$ cat src/rtl/uart_avm_pkg.sv
// Shared constants for the Avalon-MM UART register map and FSM state types.
// The RSA wrapper imports the same offsets and status bit positions.
package uart_avm_pkg;

  localparam logic [4:0] RX_BASE     = 5'd0;
  localparam logic [4:0] TX_BASE     = 5'd4;
  localparam logic [4:0] STATUS_BASE = 5'd8;

  localparam int RX_OK_BIT = 7;
  localparam int TX_OK_BIT = 6;
  localparam int OVR_BIT   = 5;
  localparam int FRM_BIT   = 4;

  typedef enum logic [1:0] {
    RX_IDLE,
    RX_START,
    RX_DATA,
    RX_STOP
  } rx_state_e;

  typedef enum logic [1:0] {
    TX_IDLE,
    TX_START,
    TX_DATA,
    TX_STOP
  } tx_state_e;

endpackage

$ cat src/rtl/uart_rx_deser.sv
// 8N1 receiver: two-flop synchronizer, start-edge detect and mid-bit sampling.
// Emits the received byte with a one-cycle valid pulse or framing-error pulse.
module uart_rx_deser
  import uart_avm_pkg::*;
#(
  parameter int CLKS_PER_BIT = 434
) (
  input  logic       clk_i,
  input  logic       rst_i,
  input  logic       rxd_i,
  output logic [7:0] byte_o,
  output logic       valid_o,
  output logic       frm_err_o
);

  localparam int CNT_W = $clog2(CLKS_PER_BIT);
  localparam logic [CNT_W-1:0] BIT_END  = CNT_W'(CLKS_PER_BIT - 1);
  localparam logic [CNT_W-1:0] HALF_END = CNT_W'(CLKS_PER_BIT / 2 - 1);

  logic [1:0]       sync_q;
  logic             prev_q;
  logic             rx_s;
  rx_state_e        state_q, state_d;
  logic [CNT_W-1:0] cnt_q, cnt_d;
  logic [2:0]       idx_q, idx_d;
  logic [7:0]       shift_q, shift_d;

  assign rx_s   = sync_q[1];
  assign byte_o = shift_q;

  // NOTE: sequential state uses non-blocking assignments so every flop samples
  // pre-edge values; blocking here would create order-dependent simulation.
  always_ff @(posedge clk_i or posedge rst_i) begin
    if (rst_i) begin
      sync_q  <= 2'b11;
      prev_q  <= 1'b1;
      state_q <= RX_IDLE;
      cnt_q   <= '0;
      idx_q   <= '0;
      shift_q <= '0;
    end else begin
      sync_q  <= {sync_q[0], rxd_i};
      prev_q  <= rx_s;
      state_q <= state_d;
      cnt_q   <= cnt_d;
      idx_q   <= idx_d;
      shift_q <= shift_d;
    end
  end

  // NOTE: every output of this block gets a default first; a path that leaves
  // one unassigned would infer a latch.
  always_comb begin
    state_d   = state_q;
    cnt_d     = cnt_q + CNT_W'(1);
    idx_d     = idx_q;
    shift_d   = shift_q;
    valid_o   = 1'b0;
    frm_err_o = 1'b0;

    unique case (state_q)
      RX_IDLE: begin
        cnt_d = '0;
        idx_d = '0;
        if (prev_q && !rx_s) state_d = RX_START;
      end
      RX_START: begin
        // A line that is high again at mid-start was only a glitch.
        if (cnt_q == HALF_END) begin
          cnt_d   = '0;
          state_d = rx_s ? RX_IDLE : RX_DATA;
        end
      end
      RX_DATA: begin
        if (cnt_q == BIT_END) begin
          cnt_d   = '0;
          shift_d = {rx_s, shift_q[7:1]};
          idx_d   = idx_q + 3'd1;
          if (idx_q == 3'd7) state_d = RX_STOP;
        end
      end
      RX_STOP: begin
        if (cnt_q == BIT_END) begin
          cnt_d     = '0;
          state_d   = RX_IDLE;
          valid_o   = rx_s;
          frm_err_o = !rx_s;
        end
      end
      default: state_d = RX_IDLE;
    endcase
  end

endmodule

$ cat src/rtl/avm_uart_responder.sv
// Avalon-MM UART slave: RX data / TX data / STATUS registers with one wait state,
// 8N1 receiver sub-module and a double-buffered 8N1 transmitter.
module avm_uart_responder
  import uart_avm_pkg::*;
#(
  parameter int CLKS_PER_BIT = 434
) (
  input  logic        avm_clk,
  input  logic        avm_rst,
  input  logic [4:0]  avm_address,
  input  logic        avm_read,
  output logic [31:0] avm_readdata,
  input  logic        avm_write,
  input  logic [31:0] avm_writedata,
  output logic        avm_waitrequest,
  input  logic        uart_rxd,
  output logic        uart_txd
);

  localparam int CNT_W = $clog2(CLKS_PER_BIT);
  localparam logic [CNT_W-1:0] BIT_END = CNT_W'(CLKS_PER_BIT - 1);

  logic        req, ack_q, ack_d;
  logic        rd_done, wr_done;
  logic        rx_rd_done, stat_rd_done, tx_wr_done;
  logic [7:0]  status;
  logic [31:0] readdata_q, readdata_d;

  logic [7:0]  rx_byte, rx_byte_q, rx_byte_d;
  logic        rx_valid, rx_frm;
  logic        rx_ok_q, rx_ok_d;
  logic        ovr_q, ovr_d;
  logic        frm_q, frm_d;

  logic        tx_ok_q, tx_ok_d;
  logic [7:0]  tx_hold_q, tx_hold_d;
  tx_state_e   tx_state_q, tx_state_d;
  logic [CNT_W-1:0] tx_cnt_q, tx_cnt_d;
  logic [2:0]  tx_idx_q, tx_idx_d;
  logic [7:0]  tx_shift_q, tx_shift_d;
  logic        txd_q, txd_d;

  logic        unused_wdata;
  assign unused_wdata = ^avm_writedata[31:8];

  uart_rx_deser #(
    .CLKS_PER_BIT(CLKS_PER_BIT)
  ) u_rx (
    .clk_i     (avm_clk),
    .rst_i     (avm_rst),
    .rxd_i     (uart_rxd),
    .byte_o    (rx_byte),
    .valid_o   (rx_valid),
    .frm_err_o (rx_frm)
  );

  // Every access stalls exactly one cycle; it completes while ack_q is high.
  assign req             = avm_read | avm_write;
  assign ack_d           = req & ~ack_q;
  assign avm_waitrequest = req & ~ack_q;
  assign rd_done         = ack_q & avm_read;
  assign wr_done         = ack_q & avm_write & ~avm_read;
  assign rx_rd_done      = rd_done && (avm_address == RX_BASE);
  assign stat_rd_done    = rd_done && (avm_address == STATUS_BASE);
  assign tx_wr_done      = wr_done && (avm_address == TX_BASE);

  assign avm_readdata = readdata_q;
  assign uart_txd     = txd_q;

  always_ff @(posedge avm_clk or posedge avm_rst) begin
    if (avm_rst) begin
      ack_q      <= 1'b0;
      readdata_q <= '0;
      rx_byte_q  <= '0;
      rx_ok_q    <= 1'b0;
      ovr_q      <= 1'b0;
      frm_q      <= 1'b0;
      tx_ok_q    <= 1'b1;
      tx_hold_q  <= '0;
      tx_state_q <= TX_IDLE;
      tx_cnt_q   <= '0;
      tx_idx_q   <= '0;
      tx_shift_q <= '0;
      txd_q      <= 1'b1;
    end else begin
      ack_q      <= ack_d;
      readdata_q <= readdata_d;
      rx_byte_q  <= rx_byte_d;
      rx_ok_q    <= rx_ok_d;
      ovr_q      <= ovr_d;
      frm_q      <= frm_d;
      tx_ok_q    <= tx_ok_d;
      tx_hold_q  <= tx_hold_d;
      tx_state_q <= tx_state_d;
      tx_cnt_q   <= tx_cnt_d;
      tx_idx_q   <= tx_idx_d;
      tx_shift_q <= tx_shift_d;
      txd_q      <= txd_d;
    end
  end

  // Register file: read capture in the wait cycle, side effects on completion.
  always_comb begin
    status            = '0;
    status[RX_OK_BIT] = rx_ok_q;
    status[TX_OK_BIT] = tx_ok_q;
    status[OVR_BIT]   = ovr_q;
    status[FRM_BIT]   = frm_q;

    readdata_d = readdata_q;
    if (avm_read && !ack_q) begin
      case (avm_address)
        RX_BASE:     readdata_d = {24'b0, rx_byte_q};
        STATUS_BASE: readdata_d = {24'b0, status};
        default:     readdata_d = '0;
      endcase
    end

    rx_byte_d = rx_byte_q;
    rx_ok_d   = rx_ok_q;
    ovr_d     = ovr_q;
    frm_d     = frm_q;

    if (stat_rd_done) begin
      ovr_d = 1'b0;
      frm_d = 1'b0;
    end
    // A byte landing as the RX read completes replaces the one being read.
    if (rx_valid) begin
      if (rx_ok_q && !rx_rd_done) begin
        ovr_d = 1'b1;
      end else begin
        rx_byte_d = rx_byte;
        rx_ok_d   = 1'b1;
      end
    end else if (rx_rd_done) begin
      rx_ok_d = 1'b0;
    end
    if (rx_frm) frm_d = 1'b1;
  end

  // TX serializer; reloads from the holding register at the end of a stop bit
  // so queued frames leave without an idle gap.
  always_comb begin
    tx_state_d = tx_state_q;
    tx_cnt_d   = tx_cnt_q + CNT_W'(1);
    tx_idx_d   = tx_idx_q;
    tx_shift_d = tx_shift_q;
    txd_d      = txd_q;
    tx_ok_d    = tx_ok_q;
    tx_hold_d  = tx_hold_q;

    if (tx_wr_done && tx_ok_q) begin
      tx_hold_d = avm_writedata[7:0];
      tx_ok_d   = 1'b0;
    end

    unique case (tx_state_q)
      TX_IDLE: begin
        tx_cnt_d = '0;
        txd_d    = 1'b1;
        if (!tx_ok_q) begin
          tx_shift_d = tx_hold_q;
          tx_ok_d    = 1'b1;
          txd_d      = 1'b0;
          tx_state_d = TX_START;
        end
      end
      TX_START: begin
        if (tx_cnt_q == BIT_END) begin
          tx_cnt_d   = '0;
          tx_idx_d   = '0;
          txd_d      = tx_shift_q[0];
          tx_shift_d = {1'b0, tx_shift_q[7:1]};
          tx_state_d = TX_DATA;
        end
      end
      TX_DATA: begin
        if (tx_cnt_q == BIT_END) begin
          tx_cnt_d = '0;
          if (tx_idx_q == 3'd7) begin
            txd_d      = 1'b1;
            tx_state_d = TX_STOP;
          end else begin
            tx_idx_d   = tx_idx_q + 3'd1;
            txd_d      = tx_shift_q[0];
            tx_shift_d = {1'b0, tx_shift_q[7:1]};
          end
        end
      end
      TX_STOP: begin
        if (tx_cnt_q == BIT_END) begin
          tx_cnt_d = '0;
          if (!tx_ok_q) begin
            tx_shift_d = tx_hold_q;
            tx_ok_d    = 1'b1;
            txd_d      = 1'b0;
            tx_state_d = TX_START;
          end else begin
            tx_state_d = TX_IDLE;
          end
        end
      end
      default: tx_state_d = TX_IDLE;
    endcase
  end

endmodule

$ cat config.mk
export PLATFORM = sky130hd
export DESIGN_NAME = avm_uart_responder
export DESIGN_NICKNAME = d
export VERILOG_FILES = /design/src/rtl/uart_avm_pkg.sv /design/src/rtl/uart_rx_deser.sv /design/src/rtl/avm_uart_responder.sv
export SDC_FILE = /design/constraint.sdc
export NUM_CORES = 1
export LEC_CHECK = 0
export CORE_MARGIN = 2
export CORE_UTILIZATION = 55
export CTS_CLUSTER_DIAMETER = 100
export DETAILED_ROUTE_END_ITERATION = 10
export PLACE_DENSITY = 0.93
export SLEW_MARGIN = 20
export SYNTH_ARGS = -nofsm -noshare
export SYNTH_HDL_FRONTEND = slang
export SYNTH_SLANG_ARGS = --single-unit
$ cat constraint.sdc
create_clock -name avm_clk -period 6.1 [get_ports avm_clk]
set_input_delay 0.61 -clock avm_clk [delete_from_list [all_inputs] [get_ports avm_clk]]
set_output_delay 0.61 -clock avm_clk [all_outputs]
set_load 0.02 [all_outputs]
# == Word level (Yosys, flattened, before mapping) ==
# Cells that the tools add are included.
# op_classes
reduce_logical,28
muxes,55
eq_ne,26
n_bitwise,8
n_addsub,4
# op_table
op,count
$mux W8,5
$pmux W8 S4,1
$mux W9,3
$pmux W9 S3,1
$mux W1,22
$mux W2,11
$add A9 B1 Y9 const B,2
$eq A9 B9 Y1 const B,2
$pmux W9 S2,1
$ne A2 B2 Y1 const B,8
$pmux W2 S4,2
$pmux W8 S2,1
$mux W3,4
$pmux W3 S2,2
$reduce_and A4 Y1,3
$ne A2 B1 Y1 const B,5
$reduce_and A5 Y1,2
$eq A9 B8 Y1 const B,1
$eq A2 B2 Y1 const B,4
$reduce_and A2 Y1,4
$reduce_bool A2 Y1,4
$logic_and A1 B1 Y1,7
$add A3 B1 Y3 const B,2
$eq A3 B3 Y1 const B,2
other kinds (13),22
# totals
out_inout_bits,34
regBits,101
wordCells,140

# == Logic depth before layout (Yosys ltp) ==
# logic_depth
word_depth,8
mapped_depth,7
mapped_depth_nobuf,6

# == Modules after synthesis ==
# A second synthesis with hierarchy kept.
# hier_totals
cells_unflattened,337
area_unflattened_um2,3927.5
# by_module_without_submodules
mod,area_each_um2,cells_each,n_inst
avm_uart_responder,2698.8,234,1
uart_rx_deser,1228.7,103,1

# == Least setup slack after synthesis ==
# Ideal clock, no wire load.
# synth_path
path_kind,input-to-reg
from,input avm_address[3]
to,register rx_byte_q[0]
arrival_ps,1974
setup_ps,125
path_buffers,1
slack_ps,4001
stages,5
path_cell_list,buf_6 > or4_4 > o31ai_4 > nand3_4 > mux2_2
# synth_via
elab_chain_cells,6
# synth_rtl
item,line_no,source
"start, declared",avm_uart_responder.sv:10,"input logic [4:0] avm_address,"
$logic_not A5 Y1,avm_uart_responder.sv:63,assign rx_rd_done = rd_done && (avm_address == RX_BASE);
$logic_and A1 B1 Y1,avm_uart_responder.sv:63,
$logic_not A1 Y1,avm_uart_responder.sv:130,if (rx_ok_q && !rx_rd_done) begin
$logic_and A1 B1 Y1,avm_uart_responder.sv:130,
$not A1 Y1 (no line),-,
$reduce_and A2 Y1 (no line),-,
"end signal, assigned",avm_uart_responder.sv:88,rx_byte_q <= rx_byte_d;
"end, declared",avm_uart_responder.sv:29,"logic [7:0] rx_byte, rx_byte_q, rx_byte_d;"
# Every way passes these cells.
# A chain may end at the register's enable or synchronous reset.

# == Worst setup path after layout ==
# layout_path
from,input avm_read
to,output avm_waitrequest
# layout_via
elab_chain_cells,2
# layout_rtl
item,line_no,source
"start, declared",avm_uart_responder.sv:11,"input logic avm_read,"
$or A1 B1 Y1,avm_uart_responder.sv:58,assign req = avm_read | avm_write;
$and A1 B1 Y1,avm_uart_responder.sv:60,assign avm_waitrequest = req & ~ack_q;
"end, declared",avm_uart_responder.sv:15,"output logic avm_waitrequest,"
# Every way passes these cells.

==> flow_metrics.tcl <==
set metrics [dict create \
    reg2reg_setup_slack_ns 3.86 \
    synth_top_family_by_area "simple AND/OR/NAND/NOR gates" \
    required_ns 5.49 \
    grt_max_degree 78 \
    layout_commonest_cell "dfrtp_1" \
    finalWirelength_um 6360 \
    routabilityCongestion 0.849 \
    cp-start-kind "input port" \
    diodes 0 \
    vias 2455 \
    slowest_stage "clkdlybuf4s50_1" \
    grt_pass1_vias 2372 \
    yosys_warnings 0 \
    port_buffers 27 \
    setup_ws_ns 3.45 \
    grt.overflow.total 0 \
    die_x_um 87.5 \
    dp_slack_ns 3.25 \
    htreeDepth 3 \
    hold_viol_final 0 \
    slew_viol_final 0 \
    drive_gt1_share_pct 20.4 \
    wire_per_inst_um 14.0 \
    seq_area_frac_synth_pct 50.5 \
    hpwlAfterDp_um 4450 \
    fin_skew_ns 0.00931 \
    status "finished, final reports clean" \
    antenna_found_initial 0 \
    synth_flop_cell "dfrtp_1" \
    yosys.area_share.simple_pct 13.4 \
    final.setup.tns_ns 0 \
    first_pass_iters 4 \
    synth-xor-area-share_pct 3.20 \
    pwr_density_cell_nw_per_um2 319 \
    syn_area_per_cell_um2 11.3 \
    yosysUniqueCellTypes 50 \
    syn-cell-area_um2 3830 \
    ioPinCount 76 \
    fill_cells 517 \
    syn_inst 339 \
    grt_first_pass_wirelength_um 10900 \
    maxCapViolCount 0 \
    arrival_ns 2.04 \
    relSlewSlack_pct 37.6 \
    rsz0062_at_grt "no" \
    worst_pin_slew_ns 0.936 \
    clk_latency_ns 0.35 \
    globalRouteTotalUtil_pct 18.5 \
    end_kind "output pin" \
    max_stage_delay_ns 0.65 \
    rows 30 \
    die-area_um2 7650 \
    start_util_pct 56.7 \
    viasPerCell 5.42 \
    crit_type "in2out" \
    post_cts_resized 0 \
    crit_chain "clkdlybuf4s50_1 -> nor2_1 -> nor2_1 -> clkdlybuf4s50_1" \
    cts_buffers 9 \
    synth_seq_cells 77 \
    hold_path.class "reg2reg" \
    cts_max_path_buffers 2 \
    post_cts_buffers 0 \
    mostFrequentLayoutCells "dfrtp_1 (72), mux2_2 (42), nand2_1 (33), nor2_1 (31), clkdlybuf4s50_1 (27)" \
    min_period_ns 2.65 \
    worst-path-max-fanout 4 \
    cts_tree "yes" \
    synthMuxAreaShare_pct 13.4 \
    synth_edf_count 0 \
    numClockSinks 77 \
    areaGrowthSynthToFinish_pct 11.7 \
    fmax_mhz 378 \
    drtIter0Drc 136 \
    setup_violations 0 \
    clockRootBuffer "clkbuf_8" \
    coreArea_um2 6760 \
    synth_compound_area_share_pct 7.71 \
    hold_buffers 0 \
    drc 0 \
    nets 424 \
    die_h_um 87.5 \
    synthAdderAreaFrac_pct 4.57 \
    ir_drop_mv 0.242 \
    p_leak_nw 2.00 \
    fin_crit_sh_pct 43.4 \
    ant_nets 0 \
    clkTransAtPathRegs_ns 0.07 \
    synth_async_sr_flop_share_pct 100 \
]
flip-flops by register name (all words and copies together) (netlist names), 2 cells and up, named ones only:
| name | flops |
|---|---|
| u_rx.byte_o | 8 |
| rx_byte_q | 8 |
| u_rx.idx_q | 3 |
| tx_shift_q | 8 |
| tx_cnt_q | 9 |
| tx_idx_q | 3 |
| u_rx.sync_q | 2 |
| u_rx.cnt_q | 9 |
| avm_readdata | 8 |
| tx_hold_q | 8 |
| tx_state_q | 2 |
Yosys cell counts, types with 5 or more instances:
cell type,instances,share of area (%)
inv_1,14,1.4
nand3_1,5,0.65
mux2_2,42,12
o21ai_0,13,1.7
dfrtp_1,72,47
xnor2_1,9,2.1
nor3_1,5,0.65
clkbuf_1,8,0.78
buf_4,24,4.7
xor2_1,5,1.1
dfstp_2,5,3.4
o31ai_1,5,0.98
nand4_1,5,0.82
nand2_1,33,3.2
ha_1,14,4.6
nor2_1,31,3.0
critical path, delay by kind of cell:
kind                   cells  cell delay [ns]
buffers and inverters      2             1.24
AND/OR/NAND/NOR            2             0.19
cell families after synthesis:
| family | Yosys count |
|---|---|
| DFF | 77 |
| muxes | 46 |
| adders and majority gates | 14 |
| and+or+nand+nor | 102 |
| buffers and inverters | 47 |
| xor gates and xnor gates | 14 |
| other | 1 |
| AOI/OAI and AO/OA | 38 |
where the power goes:
part	switching (mW)	total, mW	internal (mW)
clock network	0.177	0.406	0.229
registers	0.0470	0.616	0.569
logic	0.183	0.343	0.160
stage by stage:
stage               cells  hold WS (ns)  utilization [%]  total power, mW  instance area (um^2)
global route          453         0.359             63.4             1.45                  4280
floorplan             362         0.345                -            0.904                  3920
CTS                   453         0.357             63.4             1.37                  4280
global placement      437         0.347             60.3            0.952                  4070
finish                453         0.356             63.4             1.36                  4280
detailed placement    437         0.347             60.3            0.969                  4070
metal layers:
layer	GRT usage, %	wire [um]	vias up
met2	29.4	3090	56
met1	24.4	2940	1206
met5	0	0	-
met4	6.57	78	0
li1	-	-	1185
met3	5.21	258	8
worst paths after layout:
path,from,end,depth (start not counted)
worst min-delay path,u_rx.sync_q[0],u_rx.sync_q[1],0
worst max register to register,u_rx.cnt_q[1],u_rx.byte_o[7],6
worst max-delay path,avm_read,avm_waitrequest,4
min in group asynchronous,avm_rst,tx_shift_q[3],3
max in group asynchronous,avm_rst,tx_cnt_q[8],3
worst min register to register,u_rx.sync_q[0],u_rx.sync_q[1],0
cell type report:
cell class / count / area (um^2) / share of cell area (%)
inverters: 14 / 52.6 / 1.23
flip-flops and latches: 77 / 1930 / 45.2
clock buffers: 11 / 131 / 3.07
repair buffers: 28 / 278 / 6.49
multi-input cells: 238 / 1710 / 40.0
clock inverters: 5 / 75.1 / 1.75
well taps: 80 / 100 / 2.34
(Power assumes the default switching activity.)
